<file path="src/rtl/reg_dump.sv">
`default_nettype none
// ============================================================================
//  Module   : reg_dump
//  Purpose  : Walks a register-file read port from first_addr to last_addr
//             (inclusive, wrapping modulo 2^ADDR_W) and presents each register
//             to a consumer over a valid/ready handshake.
//  Revision : 1.0  initial release
// ============================================================================
module reg_dump #(
   parameter int DATA_W = 32,
   parameter int ADDR_W = 5
) (
   input  logic              clk,
   input  logic              rst_n,
   input  logic              start,
   input  logic [ADDR_W-1:0] first_addr,
   input  logic [ADDR_W-1:0] last_addr,
   input  logic              abort,
   output logic [ADDR_W-1:0] rd_addr,
   input  logic [DATA_W-1:0] rd_data,
   output logic              out_valid,
   input  logic              out_ready,
   output logic [ADDR_W-1:0] out_addr,
   output logic [DATA_W-1:0] out_data,
   output logic              busy,
   output logic              done
);

   localparam logic [1:0] S_IDLE = 2'd0;
   localparam logic [1:0] S_READ = 2'd1;
   localparam logic [1:0] S_SEND = 2'd2;
   localparam logic [1:0] S_FIN  = 2'd3;

   logic [1:0]        state_q,    state_d;
   logic [ADDR_W-1:0] cur_q,      cur_d;
   logic [ADDR_W-1:0] last_q,     last_d;
   logic [ADDR_W-1:0] rd_addr_q,  rd_addr_d;
   logic [ADDR_W-1:0] out_addr_q, out_addr_d;
   logic [DATA_W-1:0] out_data_q, out_data_d;

   logic handshake;
   logic launch;
   logic abort_act;
   logic cur_is_last;

   // Qualified events shared by the next-state and datapath logic
   always_comb begin
      handshake   = (state_q == S_SEND) && out_ready;
      // start together with abort in IDLE must not launch a dump
      launch      = (state_q == S_IDLE) && start && !abort;
      abort_act   = (state_q != S_IDLE) && abort;
      cur_is_last = (cur_q == last_q);
   end

   // State register and datapath flops, asynchronously cleared
   always_ff @(posedge clk or negedge rst_n) begin
      if (!rst_n) begin
         state_q    <= S_IDLE;
         cur_q      <= '0;
         last_q     <= '0;
         rd_addr_q  <= '0;
         out_addr_q <= '0;
         out_data_q <= '0;
      end else begin
         state_q    <= state_d;
         cur_q      <= cur_d;
         last_q     <= last_d;
         rd_addr_q  <= rd_addr_d;
         out_addr_q <= out_addr_d;
         out_data_q <= out_data_d;
      end
   end

   // Next-state logic; abort overrides every transition, including a handshake
   always_comb begin
      state_d = state_q;
      unique case (state_q)
         S_IDLE:  if (launch) state_d = S_READ;
         S_READ:  state_d = S_SEND;
         S_SEND:  if (handshake) state_d = cur_is_last ? S_FIN : S_READ;
         S_FIN:   state_d = S_IDLE;
         default: state_d = S_IDLE;
      endcase
      if (abort_act) state_d = S_IDLE;
   end

   // Datapath: rd_addr is loaded on the way into READ so it equals cur there
   always_comb begin
      cur_d      = cur_q;
      last_d     = last_q;
      rd_addr_d  = rd_addr_q;
      out_addr_d = out_addr_q;
      out_data_d = out_data_q;
      unique case (state_q)
         S_IDLE: begin
            if (launch) begin
               cur_d     = first_addr;
               last_d    = last_addr;
               rd_addr_d = first_addr;
            end
         end
         S_READ: begin
            out_data_d = rd_data;
            out_addr_d = cur_q;
         end
         S_SEND: begin
            if (handshake && !abort && !cur_is_last) begin
               cur_d     = cur_q + ADDR_W'(1);
               rd_addr_d = cur_q + ADDR_W'(1);
            end
         end
         default: ;
      endcase
   end

   // Status outputs decoded from the registered state
   always_comb begin
      out_valid = (state_q == S_SEND);
      busy      = (state_q != S_IDLE);
      done      = (state_q == S_FIN);
      rd_addr   = rd_addr_q;
      out_addr  = out_addr_q;
      out_data  = out_data_q;
   end

endmodule
`default_nettype wire

</file>
<file path="config.mk">
export PLATFORM = sky130hd
export DESIGN_NAME = reg_dump
export DESIGN_NICKNAME = d
export VERILOG_FILES = /design/src/rtl/reg_dump.sv
export SDC_FILE = /design/constraint.sdc
export NUM_CORES = 1
export LEC_CHECK = 0
export CAP_MARGIN = 15
export CORE_UTILIZATION = 42
export DETAILED_ROUTE_END_ITERATION = 10
export PLACE_DENSITY = 0.85
export SYNTH_ARGS = -nofsm -noshare
export SYNTH_HDL_FRONTEND = slang
export SYNTH_SLANG_ARGS = --single-unit
</file>
<file path="constraint.sdc">
create_clock -name clk -period 2.19 [get_ports clk]
set_clock_uncertainty 0.1 [all_clocks]
set_input_delay 0.3285 -clock clk [delete_from_list [all_inputs] [get_ports clk]]
set_output_delay 0.3285 -clock clk [all_outputs]
set_load 0.01 [all_outputs]
</file>
==> results.tsv, run 1 <==
metric	value	unit
status	completed	
largest net degree at the start of global routing	32	
Post-Syn Area	2098	um2
Worst Setup SP	state_q[0]	
First-pass DRT Iterations	4	
Slew @ Worst Pin	0.6734	ns
GRT Residual Overflow	0	
YS warnings	0	
worst r2r path cells	5	
crit-path cells	nand2b_2 -> inv_2 -> clkdlybuf4s50_1	
Initial Utilization	0.4413	
Global Route Usage Sum	0.1819	
Yosys cell types	33	
clock root buffer	clkbuf_8	
normalized max-slew margin	0.5511	
Syn Nets	210	
unrepaired setup endpoints after global routing	no	
Antenna diodes	0	
Die Width	72.68	um
cts bufs inserted	5	
Core Footprint	4755	um2
r2r setup slk	0.41	ns
fin util	0.6721	
Mean Syn Cell Area	12.95	um2
Max FO, Critical Path	7	
Top Ports	92	
Hold WS	0.3841	ns
data arrival time of the worst path	1.66	ns
CP required	1.76	ns
Cells after Synth	162	
Critical Path Slowest Stage Cell	clkdlybuf4s50_1	
DP Area	3100	um2
first-pass GRT wire length	7.245	mm
Final Cell Area	3196	um2
IR Drop Worst-Case VDD	0.0004471	V
crit-path max cell delay	0.56	ns
clock-pin slew on the worst setup and hold paths	0.09	ns
fin. max-slew vios	0	
clk buf depth	2	
leakage	0.001325	uW
# Max-Cap Violations	0	
Wirelength per Cell	13.82	um
layout cells sized above 1	0.08846	
Vias	1621	
pwr dens	832.8	nW/um2
PortBufs	91	
Num Clock Sinks	49	
Routed Antenna Nets	0	
global placer's final weighted congestion	0.9172	
Final Total Pwr	2661	uW
H-tree depth	2	
Post-DP HPWL	3.430	mm
origin of the critical flop-to-flop path	state_q[0]	
vias in the first global route	1593	
initial antenna violation count	0	
Chip Height	72.68	um
row count	25	
initial DRC count	37	
Final Hold Viols	0	
post-route clock period utilization	0.9532	
RR Endpoint	rd_addr[4]	
flops & latches, synth	49	
final WL	4.519	mm
crit end category	output pin	
Seq/Total Area, Yosys	0.5844	
total negative slack	0	ns
Hold Path Sink	out_addr[4]	
Post-CTS Setup Inserts	0	
Fillers	404	
CTS tree	built	
WS Path Type	flop to output pin	
Nets	307	
worst hold path cell count	2	
critical path launch point type	flop	
# DRC	0	
vias per inst	4.957	
Hold Crit Class	flop to flop	
hold path start	out_addr[4]	
Multi-input gate area	815.8	um2
storage element area	1226	um2
min Tclk post-route	2.087	ns
Die ar.	5282	um2
Final Setup Violations	0	
Worst-Skew Late Latency	0.30	ns
fmax	479.0	MHz
Area Overhead vs Synth	52.30	%
-- metal layers --
layer | global-route usage | wire, um | vias to the layer above
met5 | 0 | 0 | -
met4 | 0.04575 | 37 | 0
met3 | 0.06354 | 303 | 5
met2 | 0.3136 | 2179 | 74
met1 | 0.2173 | 1998 | 780
li1 | - | - | 762
-- state kept, by name (all words and copies together) (netlist names) --
| signal | flops |
|---|---|
| last_q | 5 |
| state_q | 2 |
| out_data | 32 |
| out_addr | 5 |
| rd_addr | 5 |
-- power by group --
part	switching, uW	leakage [uW]	total [uW]	internal (uW)
clock	275	0.0000450	496	221
sequential	133	0.000579	1240	1110
combinational	360	0.000700	922	561
-- area by class of cell --
cell class	count	share of cell area
Tap cell	67	0.02623
Multi-Input combinational cell	98	0.2553
Clock inverter	2	0.003132
Timing Repair Buffer	98	0.3007
Sequential cell	49	0.3837
Clock buffer	6	0.02271
Inverter	7	0.008222
-- critical path, delay by kind of cell, from the launching register on --
family	cells	cell delay, ns
simple gates	1	0.24
buf+inv	2	0.69
flops	1	0.43
-- cell usage in the layout (no fill, tap or decap), types with 2 or more instances in the layout --
master	synthesis	routed
clkbuf_8	0	5
dfrtp_1	49	49
o21ai_0	5	5
clkdlybuf4s50_1	0	90
a211oi_1	3	3
mux2_1	37	37
mux2_2	2	2
nor2_1	2	2
xor2_1	2	2
clkinv_2	0	2
or2_2	2	2
buf_4	0	6
o221ai_1	2	2
nand2b_2	0	2
a21oi_1	5	5
nand2_1	9	9
inv_1	5	5
nor3_1	2	2
xnor2_1	3	3
nand3_1	7	7
or2_1	2	2
inv_2	2	2
-- Yosys cell counts, drive strengths merged --
| cell | number | area [um2] |
|---|---|---|
| a2111oi | 1 | 8.760 |
| a211o | 1 | 8.760 |
| a211oi | 3 | 22.52 |
| a21bo | 1 | 10.01 |
| a21oi | 5 | 25.02 |
| and2 | 1 | 6.260 |
| and3 | 1 | 6.260 |
| buf | 4 | 20.02 |
| clkbuf | 4 | 15.01 |
| dfrtp | 49 | 1226 |
| ha | 1 | 12.51 |
| inv | 7 | 26.28 |
| mux2 | 39 | 439.2 |
| mux2i | 1 | 10.01 |
| nand2 | 9 | 33.78 |
| nand2b | 2 | 12.51 |
| nand3 | 7 | 35.03 |
| nor2 | 2 | 7.510 |
| nor3 | 2 | 10.01 |
| nor3b | 1 | 12.51 |
| nor4 | 1 | 6.260 |
| nor4b | 1 | 8.760 |
| o211ai | 1 | 7.510 |
| o21ai | 5 | 25.02 |
| o221ai | 2 | 17.52 |
| o311ai | 1 | 8.760 |
| or2 | 4 | 25.02 |
| or4 | 1 | 7.510 |
| xnor2 | 3 | 26.28 |
| xor2 | 2 | 17.52 |
-- cell families (layout without fill, tap and decap cells) --
kind of cell / after synthesis / in the layout / synth area share
buf+inv: 15 / 113 / 0.02922
fa+ha+maj: 1 / 1 / 0.005962
xor+xnor: 5 / 5 / 0.02087
mux: 40 / 40 / 0.2141
flops: 49 / 49 / 0.5844
simple gates: 32 / 32 / 0.08170
compound gates: 20 / 20 / 0.06381
-- stage by stage --
| stage | worst slack [ns] | instances |
|---|---|---|
| 2_1_floorplan | 0.5168 | 162 |
| 3_3_place_gp | 0.1278 | 318 |
| 3_5_place_dp | 0.1149 | 318 |
| 4_1_cts | 0.07837 | 327 |
| 5_1_grt | 0.01769 | 327 |
| 6_report | 0.1025 | 327 |
-- worst max-delay path by stage --
stage | end | slack (ns) | cells after the start
after global routing | out_valid | 0.02 | 3
final | out_valid | 0.10 | 3
after detailed placement | rd_addr[4] | 0.11 | 6
after global placement | rd_addr[4] | 0.13 | 6
after floorplan | rd_addr[4] | 0.52 | 6
after CTS | out_valid | 0.08 | 3
-- timing repair --
| action | CTS | global route |
|---|---|---|
| hold buffers | 1 | 0 |
| hold endpoints to repair | 29 | 0 |
| gates resized for setup | 0 | 1 |
| setup endpoints to repair | 0 | 1 |
(Power assumes the default switching activity.)
==> run 2: changes to the inputs <==
Settings changed: HOLD_SLACK_MARGIN from default to 0.08.
==> results of run 2 <==
Final layout, timing and power as in run 1 (identical DEF).
